<file path="src/rtl/fetch_ctrl.sv">
// fetch_ctrl: sequential word fetch with one outstanding memory request.
// Redirects become buffer clear/align pulses; stale or back-pressured responses are dropped.
module fetch_ctrl #(
    parameter logic [31:0] reset_pc = 32'h0
) (
    input  logic        reset,
    input  logic        clock,
    input  logic        redir_valid,
    input  logic [31:0] redir_pc,
    output logic        mem_valid,
    output logic [31:0] mem_addr,
    input  logic        mem_ready,
    input  logic [31:0] mem_rdata,
    input  logic        mem_error,
    input  logic        buf_stall,
    output logic        buf_ready,
    output logic [31:0] buf_pc,
    output logic [31:0] buf_rdata,
    output logic        buf_error,
    output logic        buf_clear,
    output logic        buf_align
);
    typedef enum logic [1:0] {INIT, REQ, FLUSH, STALL} state_t;
    state_t      state;
    logic [29:0] pc;
    logic [30:0] tgt;
    logic        unused;
    assign unused    = ^{redir_pc[0], tgt[0]};
    assign mem_valid = reset && (state == REQ || state == FLUSH);
    assign mem_addr  = mem_valid ? {pc, 2'b00} : '0;
    assign buf_clear = reset && (state == INIT || redir_valid);
    assign buf_align = reset && (redir_valid ? redir_pc[1] : state == INIT && reset_pc[1]);
    assign buf_ready = reset && state == REQ && mem_ready && !redir_valid && !buf_stall;
    assign buf_pc    = buf_ready ? {pc, 2'b00} : '0;
    assign buf_rdata = buf_ready ? mem_rdata : '0;
    assign buf_error = buf_ready && mem_error;
    always_ff @(posedge clock) begin
        if (!reset) begin
            state <= INIT;
            pc    <= reset_pc[31:2];
            tgt   <= '0;
        end else begin
            case (state)
                INIT: begin
                    state <= REQ;
                    if (redir_valid) pc <= redir_pc[31:2];
                end
                REQ: begin
                    if (redir_valid && mem_ready) pc <= redir_pc[31:2];
                    else if (redir_valid) begin
                        tgt   <= redir_pc[31:1];
                        state <= FLUSH;
                    end else if (mem_ready && buf_stall) state <= STALL;
                    else if (mem_ready) pc <= pc + 30'd1;
                end
                FLUSH: begin
                    if (redir_valid) tgt <= redir_pc[31:1];
                    if (mem_ready) begin
                        pc    <= redir_valid ? redir_pc[31:2] : tgt[30:1];
                        state <= REQ;
                    end
                end
                default: begin
                    if (redir_valid) pc <= redir_pc[31:2];
                    if (redir_valid || !buf_stall) state <= REQ;
                end
            endcase
        end
    end
endmodule

</file>
<file path="config.mk">
export PLATFORM = sky130hd
export DESIGN_NAME = fetch_ctrl
export DESIGN_NICKNAME = d
export VERILOG_FILES = /design/src/rtl/fetch_ctrl.sv
export SDC_FILE = /design/constraint.sdc
export NUM_CORES = 1
export LEC_CHECK = 0
export CAP_MARGIN = 20
export CORE_UTILIZATION = 40
export CTS_CLUSTER_DIAMETER = 100
export DETAILED_ROUTE_END_ITERATION = 8
export PLACE_DENSITY_LB_ADDON = 0.3
export SLEW_MARGIN = 20
export SYNTH_ARGS = -nofsm -noshare
export SYNTH_HDL_FRONTEND = slang
export SYNTH_SLANG_ARGS = --single-unit
</file>
<file path="constraint.sdc">
create_clock -name clock -period 1.95 [get_ports clock]
set_input_delay 0.2925 -clock clock [delete_from_list [all_inputs] [get_ports clock]]
set_output_delay 0.2925 -clock clock [all_outputs]
set_load 0.005 [all_outputs]
</file>
Word level (Yosys, flattened, before mapping)
Cells that the tools add are included.

operators by class
  $add $sub $neg = 1
  eq/ne operators = 8
  multiplexer cells = 21
  reduce and logical (&&, ||, !) cells = 22

operators with widths
  cell                                                                     number
  30-bit two-way mux                                                       7
  32-bit two-way mux                                                       3
  31-bit two-way mux                                                       2
  31-bit case mux with 2 select lines                                      1
  30-bit case mux with 2 select lines                                      1
  30-bit by 1-bit adder with 30-bit output, second input constant          1
  1-bit logical AND                                                        10
  2-bit two-way mux                                                        5
  3-bit by 2-bit inequality test with 1-bit output, second input constant  3
  2-bit case mux with 3 select lines                                       1
  5-bit AND reduction                                                      1
  2-bit inequality test, second input constant                             2
  4-bit AND reduction                                                      1
  4-bit nonzero test                                                       1
  1-bit logical OR                                                         3
  3-bit inequality test, second input constant                             1
  3-bit nonzero test                                                       1
  2-bit by 1-bit == test with 1-bit output, second input constant          1
  2-bit == test, second input constant                                     1
  1-bit logical NOT                                                        2
  2-bit logical NOT                                                        1
  2-bit AND reduction                                                      1
  2-bit nonzero test                                                       1
  1-bit two-way mux                                                        1

storage, ports and cells
  register bits = 63
  input port bits = 70
  output and inout bits = 101
  word-level logic and storage cells = 55

Logic depth before layout (Yosys ltp)
Gate-level depths: netlist (run 1).

  depth after elaboration = 6
  gate-level depth with buffers = 10
  depth with buffers taken out = 7

Worst setup path after synthesis (run 1)
No wires, ideal clock.

  path kind = reg-to-reg
  from = register state[0]
  to = register pc[23]
  setup time = 86 ps
  arrival = 1981 ps
  required time = 1864 ps
  slack = -118 ps
  cell stages (with the launch flop) = 9
  buffers on the path = 2
  clock period less this slack = 2068 ps
  path through = dfxtp_1 > inv_1 > ha_1 > clkbuf_1 > nor2b_1 > nor3_1 > clkbuf_1 > o21ai_0 > a221oi_2

between the ends
  cells in the longest elaborated chain, start to end = 3
  elaborated cells between the ends (all ways) = 9
  those cells by class = eq/ne (6); mux (1); reduce/logical (2)

ends and longest elaborated chain
  element                                                                           line  text
  from (decl)                                                                       24    state_t state;
  from (signal assigned)                                                            39    state <= INIT;
  from (signal assigned)                                                            45    state <= REQ;
  from (signal assigned)                                                            52    state <= FLUSH;
  2-bit by 1-bit == test with 1-bit output / 2-bit == test (equally long branches)  43    case (state)
  3-bit inequality test (no line), or another cell as far along                     -
  5-bit AND reduction (no line)                                                     -
  to (signal assigned)                                                              40    pc <= reset_pc[31:2];
  to (signal assigned)                                                              46    if (redir_valid) pc <= redir_pc[31:2];
  to (signal assigned)                                                              49    if (redir_valid && mem_ready) pc <= redir_pc[31:2];
  to (decl)                                                                         25    logic [29:0] pc;

Several ways; a longest one is shown, not always the timed one.
A chain may end at the register's enable or synchronous reset.

Final worst setup path (run 1)
  from = register state[1]
  to = register pc[9]

Same word-level chain as after synthesis.

==> run_results.csv, run 1 <==
group,metric,value,unit
worst_setup_path,cp_slowest_cell,"o21ai_0",
sta,final-hold-violation-count,0,
synth,synth_commonest_cells,"100 x nand2_1, 67 x and2_1, 62 x dfxtp_1",
sta,slew_headroom,0.459,
drt,met2_length,11500,um
synth,synth-edff-count,0,
finish,fillers,517,
power_and_ir_drop,total_leakage_power,0.00378,uW
worst_setup_path,rr_startpoint,"state[1]",
synth,synth_mux_area_frac,0.00505,
sta,finalCritPeriodShare,1.19,
power_and_ir_drop,p_int,4320,uW
cts,path_clk_slew,0.09,ns
global_route,grt.total_usage,0.352,
finish,layout-drive-gt1-share,0.540,
power_and_ir_drop,total_power,7260,uW
finish,stdcell_area,8920,um^2
worst_setup_path,cp.arrival,2.51,ns
drt,drtIter0Drc,626,
sta,fmax,0.431,GHz
worst_setup_path,crit_start,"state[1]",
die,ios,171,
cts,cts-root-buf,"clkbuf_8",
die,core,10300,um^2
synth,synth_cells,591,
synth,synth.most_common_cell,"nand2_1",
synth,synthXorXnorAreaFrac,0.0229,
drt,drt-total-wl,23900,um
run,drv_cap,0,
die,fp.dieH,105,um
cts,clk_latency,0.35,ns
synth,synth_top_area_cell,"dfxtp_1",
drt,num_vias,6354,
cts,cts_buffer_depth,2,
sta,finalSetupViolations,156,
power_and_ir_drop,switching_share,0.405,
synth,syn_avg_cell_area,7.13,um^2
finish,finish.utilization,0.868,
synth,ys_types,57,
worst_setup_path,worst-path-buf-inv,9,
cts,cts_tree,"done",
global_route,grt_pass1_wl,30200,um
finish,finalNetCount,954,
synth,synth-simple-area-share,0.355,
worst_setup_path,slowest_delay,0.35,ns
drt,ant_nets,0,
worst_setup_path,required,2.14,ns
synth,syn_area,4220,um^2
die,rows,37,
drt,wl_met3,2380,um
min_path,hp-class,"flop to flop",
synth,async_reset_ff_frac,0,
die,die_w,105,um
placement,place.port_buffers,165,
worst_setup_path,crit_family,"buffers and inverters",
global_route,antenna_found_initial,2,
synth,synth_top_family_by_area,"simple AND/OR/NAND/NOR gates",
finish,synthToLayoutAreaGrowth,112,%
drt,wl_met1,8670,um
synth,synth_area_leaders,"dfxtp_1 29%, and2_1 9.9%, nand2_1 8.9%, a221oi_1 5.6%, and3_1 5.3%",
synth,synth_warnings,0,
placement,post_dp_cell_area,6690,um^2
sta,tightest_slew,0.811,ns
placement,dpl.hpwl,12800,um
cts,cts_buffers,9,
worst_setup_path,path_class,"flop to flop",
power_and_ir_drop,powerDensity,814,nW/um^2
die,fp.dieArea,11000,um^2
drt,highest-signal-layer,"met4",
drt,dr.pass1.iters,7,
worst_setup_path,worst-r2r-setup-slack,-0.37,ns
finish,instances_no_fill,1023,
finish,register_area,1250,um^2
placement,gp_congestion,0.904,
sta,fin_hold_ws,0.465,ns
sta,finalClockSkew,0.0199,ns
sta,maxSlewViolCount,0,
power_and_ir_drop,vdd_drop_max,756,uV
worst_setup_path,cp-start-kind,"flop",
power_and_ir_drop,pwr-share-seq,0.238,
worst_setup_path,crit_top_cell,"buf_6",
drt,wl_per_cell,23.4,um
synth,yosys_most_used_dff,"dfxtp_1",
worst_setup_path,path_depth,12,
worst_setup_path,critPathCapture,"pc[9]",
sta,period_needed,2.32,ns
power_and_ir_drop,p_clk_frac,0.172,
sta,setup_slack,-0.372,ns
sta,rsz0062_at_grt,"true",
synth,ys_ff_latch,62,
placement,post-place-cells,933,
worst_setup_path,end_kind,"flop",
power_and_ir_drop,pwr-share-comb,0.590,
run_status,violations,"setup timing",
cts,htreeDepth,3,
synth,synthAdderAreaFrac,0.0119,
drt,drc_errors,0,
synth,yosysSeqAreaShare,0.294,
power_and_ir_drop,p_sw,2940,uW
cts,cts_num_sinks,62,
worst_setup_path,path_cells,"inv_2, buf_4, buf_6, ha_4, buf_12, buf_16, buf_8, buf_6, buf_8, buf_6, o21ai_0, a221oi_1",
die,initial_utilization,0.410,
worst_setup_path,r2r_end,"pc[9]",
drt,via_per_inst,6.21,
finish,multi_input_area,3810,um^2
global_route,grt_pass1_vias,5550,
worst_setup_path,cp_max_fo,5,
run_status,outcome,"finished with violations",
global_route,overflow,0,
synth,netlist.area_leader.share,0.294,
global_route,grt_max_degree,50,
worst_setup_path,reg2reg_depth,12,
synth,synth_compound_area_frac,0.244,
-- power by group through the flow --
stage / logic [uW] / clock network (uW) / registers, uW
6_report: 4280 / 1250 / 1730
5_1_grt: 4410 / 1300 / 1740
4_1_cts: 3180 / 1220 / 1690
3_5_place_dp: 2320 / 0 / 1700
3_3_place_gp: 2290 / 0 / 1690
2_1_floorplan: 1180 / 0 / 1660
-- how the worst min path moves through the flow --
stage,cells past startpoint,to,startpoint,slack [ns]
after floorplan,2,tgt[11],redir_pc[12],0.43
after global placement,2,tgt[21],tgt[21],0.44
after detailed placement,2,tgt[18],tgt[18],0.45
after CTS,2,tgt[16],tgt[16],0.46
after global routing,2,tgt[16],tgt[16],0.47
final,2,tgt[16],tgt[16],0.47
-- state kept, by name (all words and copies together) (netlist names) --
name / count
state: 2
tgt: 30
pc: 30
-- layer usage --
| layer | vias up | GRT usage |
|---|---|---|
| met5 | - | 0 |
| met4 | 0 | 0.155 |
| met3 | 114 | 0.0692 |
| met2 | 491 | 0.591 |
| met1 | 3043 | 0.437 |
| li1 | 2706 | - |
-- metrics by stage --
stage                     TNS (ns)  setup slack [ns]
after floorplan            -0.0527           -0.0527
after global placement      -46.61            -0.508
after detailed placement    -52.07            -0.536
after CTS                   -30.31            -0.357
after global routing        -44.60            -0.412
final                       -35.78            -0.372
-- what timing repair did --
item,CTS,global route
gates resized for setup,487,261
gates cloned,9,9
hold buffers,0,0
setup buffers,38,27
pin swaps,31,105
hold endpoints to repair,0,0
setup endpoints to repair,127,159
-- worst min-delay path, delay by kind of cell, from the launching register on --
kind / cells / cell delay, ns
AO/OA/AOI/OAI: 1 / 0.05
flip-flops: 1 / 0.32
AND/OR/NAND/NOR: 1 / 0.05
-- logic make-up after synthesis --
kind of cell               count (synthesis)
muxes                                      2
AOI/OAI and AO/OA                        155
xor gates and xnor gates                  11
DFF                                       62
adders and majority gates                  4
buffers and inverters                     67
and+or+nand+nor                          289
other                                      1
-- cell usage in the layout, fill, tap and decap left out, types with 25 or more instances in the layout --
cell | synthesis | routed
buf_6 | 0 | 86
nand2_1 | 100 | 71
nand2_4 | 0 | 25
and2_1 | 67 | 28
dfxtp_1 | 62 | 55
buf_2 | 4 | 39
clkdlybuf4s50_1 | 0 | 67
buf_4 | 5 | 97
a21oi_2 | 0 | 29
and2_4 | 0 | 39
o21ai_0 | 37 | 25
-- final cells by class --
| type | instances | share of cell area |
|---|---|---|
| Clock inverter | 6 | 0.00771 |
| Tap cell | 136 | 0.0191 |
| Timing Repair Buffer | 334 | 0.387 |
| Antenna cell | 2 | 0.000561 |
| Sequential cell | 62 | 0.140 |
| Multi-Input combinational cell | 466 | 0.427 |
| Inverter | 7 | 0.00323 |
| Clock buffer | 10 | 0.0154 |
No activity file was read; power rests on OpenSTA's default activity.
==> run 2, diff against run 1 <==
- SLEW_MARGIN: 20 -> 0
==> results of run 2 <==
The final DEF is identical to that of run 1; final timing and power are the same.
